File: config.mk
export PLATFORM = sky130hd
export DESIGN_NAME = prog_clock_divider
export DESIGN_NICKNAME = d
export VERILOG_FILES = /design/src/rtl/prog_clkdiv_pkg.sv /design/src/rtl/clkdiv_shadow_reg.sv /design/src/rtl/prog_clock_divider.sv
export SDC_FILE = /design/constraint.sdc
export NUM_CORES = 1
export LEC_CHECK = 0
export ABC_AREA = 1
export CELL_PAD_IN_SITES_DETAIL_PLACEMENT = 0
export CELL_PAD_IN_SITES_GLOBAL_PLACEMENT = 2
export CORE_ASPECT_RATIO = 0.5
export CORE_MARGIN = 4
export CORE_UTILIZATION = 32
export CTS_BUF_LIST = sky130_fd_sc_hd__clkbuf_4 sky130_fd_sc_hd__clkbuf_8
export DETAILED_ROUTE_END_ITERATION = 16
export GPL_TIMING_DRIVEN = 0
export PLACE_DENSITY_LB_ADDON = 0.12
export SKIP_CTS_REPAIR_TIMING = 1
export SLEW_MARGIN = 5
export SYNTH_ARGS = -nofsm -noshare
export SYNTH_HDL_FRONTEND = slang
export SYNTH_SLANG_ARGS = --single-unit
File: constraint.sdc
create_clock -name Clk -period 4.8 [get_ports Clk]
set_input_delay 0.48 -clock Clk [delete_from_list [all_inputs] [get_ports Clk]]
set_output_delay 0.48 -clock Clk [all_outputs]
set_load 0.05 [all_outputs]
File: src/rtl/prog_clkdiv_pkg.sv
// Shared types and helpers for the programmable clock divider.
// Helpers work on 32-bit values; callers cast to their own CNT_W (CNT_W <= 32).
package prog_clkdiv_pkg;

    typedef enum logic {
        IDLE = 1'b0,
        RUN  = 1'b1
    } state_t;

    localparam int unsigned DIV_MIN = 2;

    // Divisors below DIV_MIN cannot form a period with both a high and a low phase.
    function automatic logic [31:0] clamp_div(input logic [31:0] d);
        return (d < 32'(DIV_MIN)) ? 32'(DIV_MIN) : d;
    endfunction

    function automatic logic [31:0] half_period(input logic [31:0] d);
        return (d >> 1) + {31'b0, d[0]};
    endfunction

endpackage

File: src/rtl/clkdiv_shadow_reg.sv
// Shadow/pending/acknowledge register for the active divisor.
// The top raises apply at each point where a new divisor may safely take effect.
module clkdiv_shadow_reg
    import prog_clkdiv_pkg::*;
#(
    parameter int CNT_W       = 16,
    parameter int DIV_DEFAULT = 4
) (
    input  logic             clk,
    input  logic             rst,
    input  logic             load,
    input  logic [CNT_W-1:0] div_in,
    input  logic             apply,
    output logic [CNT_W-1:0] div_active,
    output logic [CNT_W-1:0] div_next,
    output logic             ack
);

    localparam logic [CNT_W-1:0] DIV_RST = CNT_W'(DIV_DEFAULT);

    logic [CNT_W-1:0] shadow;
    logic             pending;
    logic             take;

    assign take     = apply & pending;
    assign div_next = take ? shadow : div_active;

    // A load coinciding with an apply keeps the new value pending for the next window.
    always_ff @(posedge clk or posedge rst) begin
        if (rst) begin
            div_active <= DIV_RST;
            shadow     <= DIV_RST;
            pending    <= 1'b0;
            ack        <= 1'b0;
        end else begin
            ack <= take;
            if (take) begin
                div_active <= shadow;
            end
            if (load) begin
                shadow  <= CNT_W'(clamp_div(32'(div_in)));
                pending <= 1'b1;
            end else if (take) begin
                pending <= 1'b0;
            end
        end
    end

endmodule

File: src/rtl/prog_clock_divider.sv
// Runtime-programmable clock divider with glitch-free divisor reload.
// Optional macro PROG_CLKDIV_PHASE_SYNC_EN adds a Sync input that restarts the period.
module prog_clock_divider
    import prog_clkdiv_pkg::*;
#(
    parameter int CNT_W       = 16,
    parameter int DIV_DEFAULT = 4
) (
    input  logic             Clk,
    input  logic             Rst,
    input  logic             En,
`ifdef PROG_CLKDIV_PHASE_SYNC_EN
    input  logic             Sync,
`endif
    input  logic [CNT_W-1:0] Div_In,
    input  logic             Div_Load,
    output logic             Div_Ack,
    output logic             Clk_Out,
    output logic             Tick,
    output logic [CNT_W-1:0] Count,
    output logic [CNT_W-1:0] Div_Active,
    output state_t           Dbg_State
);

    state_t           state;
    state_t           state_next;
    logic [CNT_W-1:0] count_next;
    logic [CNT_W-1:0] div_next;
    logic             clk_out_next;
    logic             tick_next;
    logic             wrap;
    logic             apply;
    logic             sync_hit;

`ifdef PROG_CLKDIV_PHASE_SYNC_EN
    assign sync_hit = Sync;
`else
    assign sync_hit = 1'b0;
`endif

    assign wrap      = (state == RUN) && (Count == Div_Active - CNT_W'(1));
    assign apply     = (state == IDLE) || wrap;
    assign Dbg_State = state;

    clkdiv_shadow_reg #(
        .CNT_W       (CNT_W),
        .DIV_DEFAULT (DIV_DEFAULT)
    ) u_shadow (
        .clk        (Clk),
        .rst        (Rst),
        .load       (Div_Load),
        .div_in     (Div_In),
        .apply      (apply),
        .div_active (Div_Active),
        .div_next   (div_next),
        .ack        (Div_Ack)
    );

    always_comb begin
        state_next   = state;
        count_next   = '0;
        clk_out_next = 1'b0;
        tick_next    = 1'b0;
        case (state)
            IDLE: begin
                if (En) state_next = RUN;
            end
            RUN: begin
                if (!En) begin
                    state_next = IDLE;
                end else if (!(wrap || sync_hit)) begin
                    count_next = Count + CNT_W'(1);
                end
            end
            default: state_next = IDLE;
        endcase
        // Outputs are derived from next-cycle count and divisor so they stay aligned with Count.
        if (state_next == RUN) begin
            clk_out_next = count_next < CNT_W'(half_period(32'(div_next)));
            tick_next    = count_next == div_next - CNT_W'(1);
        end
    end

    always_ff @(posedge Clk or posedge Rst) begin
        if (Rst) begin
            state   <= IDLE;
            Count   <= '0;
            Clk_Out <= 1'b0;
            Tick    <= 1'b0;
        end else begin
            state   <= state_next;
            Count   <= count_next;
            Clk_Out <= clk_out_next;
            Tick    <= tick_next;
        end
    end

endmodule

After elaboration in Yosys (flattened, before gate mapping)
Index checks and enable logic that the tools add are counted.
{"block": "op_classes", "n_addsub": 4, "magnitude_cmp": 2, "n_eq_ne": 2, "n_mux": 10, "bitwise": 2, "reduce_logical": 3}
{"operator": "$mux W16", "n": 5}
{"operator": "$eq A16 B16 Y1", "n": 2}
{"operator": "$sub A16 B1 Y16 const B", "n": 2}
{"operator": "$add A15 B1 Y16", "n": 1}
{"operator": "$add A16 B1 Y16 const B", "n": 1}
{"operator": "$lt A16 B16 Y1", "n": 1}
{"operator": "$lt A16 B2 Y1 const B", "n": 1}
{"operator": "$mux W1", "n": 5}
{"operator": "$reduce_bool A2 Y1", "n": 1}
{"operator": "$and A1 B1 Y1", "n": 1}
{"operator": "$logic_and A1 B1 Y1", "n": 1}
{"operator": "$logic_or A1 B1 Y1", "n": 1}
{"operator": "$not A1 Y1", "n": 1}
{"block": "word_totals", "regBits": 53, "input_bits": 20, "elab_cells": 31}

Longest topological paths before layout
{"block": "depth", "depth_word": 9, "ltp_mapped": 33, "mapped_depth_nobuf": 32}

Hierarchy
From an unflattened synthesis, not the netlist that was laid out.
{"block": "unflattened", "hier_cells": 584, "area_unflattened_um2": 4139.0}
{"module": "prog_clock_divider", "n_inst": 1, "cells_each": 439, "area_each_um2": 2812.7, "seq_area_each_um2": 475.5}
{"module": "clkdiv_shadow_reg", "n_inst": 1, "cells_each": 145, "area_each_um2": 1326.3, "seq_area_each_um2": 853.3}

Least setup slack after synthesis
OpenSTA, ideal clock, no wires.
{"block": "synth_timing", "path_type": "register to register", "startpoint": "reg u_shadow.div_active[0]", "endpoint": "reg Clk_Out", "setup_time_ns": 0.077, "t_arrival_ns": 3.963, "required_ns": 4.723, "setup_slack_ns": 0.759, "stages_incl_launch_ff": 32, "period_less_slack_ns": 4.041, "cell_sequence": "dfrtp_1 inv_2 ha_1 nand2_1 nor2_1 nand3_1 nand2_1 nand2_1 inv_1 nor2_1 nand2_1 nor2_1 nand2_2 nand2_4 buf_4 nand3_1 nand2_1 ha_1 nand4_1 nor2_2 nand4_1 nor2_1 nand2_1 xor2_1 ha_1 nand2_1 nor2_1 a211oi_1 o21ai_0 nand2_1 nand2_1 a21oi_1"}
{"block": "synth_via", "elab_chain_len": 9, "word_cells_on_any_way": 12, "cone_classes": "2 x add/sub; 1 x order compare; 1 x eq/ne; 5 x mux; 1 x bitwise; 2 x reduce/logical"}
{"item": "from (decl)", "line_no": "clkdiv_shadow_reg.sv:14", "rtl": "output logic [CNT_W-1:0] div_active,"}
{"item": "from (signal assigned)", "line_no": "clkdiv_shadow_reg.sv:38", "rtl": "div_active <= shadow;"}
{"item": "$sub A16 B1 Y16", "line_no": "prog_clock_divider.sv:41", "rtl": "assign wrap = (state == RUN) && (Count == Div_Active - CNT_W'(1));"}
{"item": "$eq A16 B16 Y1", "line_no": "prog_clock_divider.sv:41"}
{"item": "$logic_and A1 B1 Y1", "line_no": "prog_clock_divider.sv:41"}
{"item": "$logic_or A1 B1 Y1", "line_no": "prog_clock_divider.sv:42", "rtl": "assign apply = (state == IDLE) || wrap;"}
{"item": "$and A1 B1 Y1", "line_no": "clkdiv_shadow_reg.sv:25", "rtl": "assign take = apply & pending;"}
{"item": "$mux W16 *"}
{"item": "net div_next[0]", "line_no": "prog_clock_divider.sv:28", "rtl": "logic [CNT_W-1:0] div_next;"}
{"item": "$add A15 B1 Y16 *", "line_no": "prog_clkdiv_pkg.sv:18", "rtl": "return (d >> 1) + {31'b0, d[0]};"}
{"item": "$lt A16 B16 Y1 *", "line_no": "prog_clock_divider.sv:79", "rtl": "clk_out_next = count_next < CNT_W'(half_period(32'(div_next)));"}
{"item": "$mux W1 *", "line_no": "prog_clock_divider.sv:78", "rtl": "if (state_next == RUN) begin"}
{"item": "net clk_out_next", "line_no": "prog_clock_divider.sv:29", "rtl": "logic clk_out_next;"}
{"item": "to (signal assigned)", "line_no": "prog_clock_divider.sv:93", "rtl": "Clk_Out <= clk_out_next;"}
{"item": "to (decl)", "line_no": "prog_clock_divider.sv:18", "rtl": "output logic Clk_Out,"}
The timed path passes the listed nets; every way through them passes the cells marked *.
A chain may end at the register's enable or synchronous reset.

Worst setup path after layout
{"block": "layout_timing", "startpoint": "reg u_shadow.div_active[0]", "endpoint": "reg Clk_Out"}
{"block": "layout_via", "elab_chain_len": 9, "word_cells_on_any_way": 12, "cone_classes": "2 x add/sub; 1 x order compare; 1 x eq/ne; 5 x mux; 1 x bitwise; 2 x reduce/logical"}
{"item": "$sub A16 B1 Y16", "line_no": "prog_clock_divider.sv:41"}
{"item": "$eq A16 B16 Y1", "line_no": "prog_clock_divider.sv:41"}
{"item": "$logic_and A1 B1 Y1", "line_no": "prog_clock_divider.sv:41"}
{"item": "$logic_or A1 B1 Y1", "line_no": "prog_clock_divider.sv:42"}
{"item": "$and A1 B1 Y1", "line_no": "clkdiv_shadow_reg.sv:25"}
{"item": "$mux W16"}
{"item": "net div_next[3]", "line_no": "prog_clock_divider.sv:28"}
{"item": "$add A15 B1 Y16", "line_no": "prog_clkdiv_pkg.sv:18"}
{"item": "$lt A16 B16 Y1", "line_no": "prog_clock_divider.sv:79"}
{"item": "$mux W1", "line_no": "prog_clock_divider.sv:78"}
{"item": "net clk_out_next", "line_no": "prog_clock_divider.sv:29"}
The timed path passes the listed nets, and every way through them passes these cells.

==> results.sh <==
export IMPL_status="finished clean"
export IMPL_async_flop_share_pct=100
export IMPL_synth_ff_type="dfrtp_1"
export IMPL_leakagePower_nw=2.62
export IMPL_dr_total_vias=4019
export IMPL_slowest_delay_ns=0.47
export IMPL_endpoint_kind="flop"
export IMPL_max_cap_violations=0
export IMPL_cp_buffers_inverters=4
export IMPL_layout_drive_gt1_share_pct=15.6
export IMPL_path_max_fanout=10
export IMPL_h_tree_depth=2
export IMPL_synth_cell_types=38
export IMPL_slew_viol_final=0
export IMPL_drc=0
export IMPL_cpMostUsedCell="nand2_1"
export IMPL_skew_ns=0.00819
export IMPL_grt_pass1_wl_um=21900
export IMPL_timing_final_hold_violations=0
export IMPL_ys_seq_area_share_pct=31.0
export IMPL_critPathTopFamily="simple AND/OR/NAND/NOR gates"
export IMPL_vdd_ir_drop_max_mv=0.102
export IMPL_grt_max_degree=39
export IMPL_hpwlAfterDp_um=11400
export IMPL_startpoint_type="flop"
export IMPL_die_x_um=172
export IMPL_cp_data_required_time_ns=5.05
export IMPL_firstDrtPassIters=4
export IMPL_antenna_found_initial=0
export IMPL_setup_viol=0
export IMPL_synth_top_area_share_pct=29.8
export IMPL_avgSynthCellArea_um2=6.99
export IMPL_power_mw=1.53
export IMPL_period_share_pct=92.6
export IMPL_crit_type="flop to flop"
export IMPL_dieArea_um2=15400
export IMPL_synth_edf_count=0
export IMPL_io_pins=56
export IMPL_slew_headroom_pct=59.2
export IMPL_crit_slowest_cell="dfrtp_2"
export IMPL_yosysWarnings=0
export IMPL_clockBufferDepth=2
export IMPL_cts_root_buffer="clkbuf_8"
export IMPL_clk_insertion_delay_late_ns=0.33
export IMPL_critPathArrivalTime_ns=4.70
export IMPL_cts_tree="yes"
export IMPL_wire_per_inst_um=15.9
export IMPL_grt_ovfl_total=0
export IMPL_area_growth_pct=26.5
export IMPL_post_route_min_period_ns=4.45
export IMPL_clk_pin_slew_ns=0.11
export IMPL_grt_pass1_vias=3863
export IMPL_synth_largest_area_cell="dfrtp_1"
export IMPL_syn_area_um2=4290
export IMPL_place_congestion=0.824
export IMPL_core_area_um2=12900
export IMPL_power_density_nw_per_um2=281
export IMPL_max_freq_ghz=0.225
export IMPL_synth_seq_cells=53
export IMPL_whs_ns=0.440
export IMPL_via_per_inst=4.66
export IMPL_worstMarginPinSlew_ns=0.606
export IMPL_cts_buffers_inserted=5
export IMPL_mostFrequentLayoutCell="nand2_1"
export IMPL_grt_total_usage_pct=18.2
export IMPL_start_util_pct=33.3
export IMPL_fp_row_count=29
export IMPL_die_h_um=89.9
export IMPL_syn_instance_count=614
export IMPL_port_buffers=54
export IMPL_synth_area_leaders="dfrtp_1 30%, nand2_1 15%, nand3_1 8.1%"
export IMPL_hp_class="primary input to async pin"
export IMPL_totalWireLength_um=13700
export IMPL_drtIter0Drc=276
export IMPL_layout_nets=731
export IMPL_postRouteAntennaNets=0
export IMPL_layout_common_cells="175 x nand2_1, 71 x inv_1, 68 x nand3_1"
export IMPL_rrSetupSlack_ns=0.35
export IMPL_diodes=0
export IMPL_syn_nets=653
export IMPL_final_setup_tns_ns=0
export IMPL_cts_sinks=53
[cell usage after synthesis (all sizes together), types with 5 or more instances]
library cell	number
nand2	197
inv	77
nor2	75
nand3	71
dfrtp	51
xor2	28
o21ai	22
ha	19
xnor2	12
nand4	11
a21oi	8
buf	6
mux2	6
nor3	5
[sequential cells by signal, indices dropped and copies added (netlist names)]
name                 count
Count                   16
u_shadow.div_active     16
u_shadow.shadow         16
Clk_Out                  1
Dbg_State                1
Tick                     1
u_shadow.ack             1
u_shadow.pending         1
[stage by stage]
| stage | utilization [%] | worst slack (ns) | cell area, µm² | cells |
|---|---|---|---|---|
| floorplan | - | 0.759 | 4290 | 614 |
| global placement | 39.1 | -0.199 | 5040 | 838 |
| detailed placement | 39.3 | -0.143 | 5060 | 839 |
| CTS | 40.2 | -0.228 | 5180 | 847 |
| global route | 42.1 | -0.0219 | 5430 | 863 |
| finish | 42.1 | 0.354 | 5430 | 863 |
[kinds of logic after synthesis]
logic type	Yosys count	share of synthesized area, %
AOI/OAI and AO/OA	38	5.40
xor gates and xnor gates	40	8.17
adders and majority gates	19	5.54
buffers and inverters	87	8.31
DFF	53	31.0
muxes	6	1.58
and+or+nand+nor	371	40.0
[layout make-up]
class	instances	area [µm²]
Clock inverter	3	50.0
Multi-Input combinational cell	474	2710
Tap cell	170	213
Clock buffer	5	68.8
Inverter	77	294
Fill cell	1374	7450
Sequential cell	53	1340
Buffer	10	75.1
Timing Repair Buffer	71	681
[path summary, 6_finish.rpt]
kind,start,endpoint,cells after the start
max in group asynchronous,Rst,u_shadow.shadow[2],3
worst min register to register,u_shadow.shadow[2],u_shadow.shadow[2],2
min in group Clk,u_shadow.shadow[2],u_shadow.shadow[2],2
worst max register to register,u_shadow.div_active[0],Clk_Out,30
worst max-delay path,u_shadow.div_active[0],Clk_Out,30
worst min-delay path,Rst,u_shadow.div_active[15],2
[routing by layer]
| layer | vias up | global-route usage [%] | share of wire, % |
|---|---|---|---|
| met5 | - | 0 | 0 |
| met4 | 0 | 2.29 | 0.45 |
| met3 | 6 | 2.76 | 3.6 |
| met2 | 60 | 24.4 | 38 |
| met1 | 1833 | 30.7 | 58 |
| li1 | 2120 | - | - |
[report_power, final]
part	switching, mW	internal, mW
Combinational	0.415	0.227
Clock	0.182	0.161
Sequential	0.0569	0.485
[worst reg2reg max path: cells and delay by family, from the launching register on]
kind	cells	cell delay (ns)
xor gates and xnor gates	1	0.15
and+or+nand+nor	20	2.44
adders and majority gates	2	0.49
AOI/OAI and AO/OA	3	0.40
buffers and inverters	4	0.40
DFF	1	0.47
Note: power is estimated with default switching activity, not from simulation.
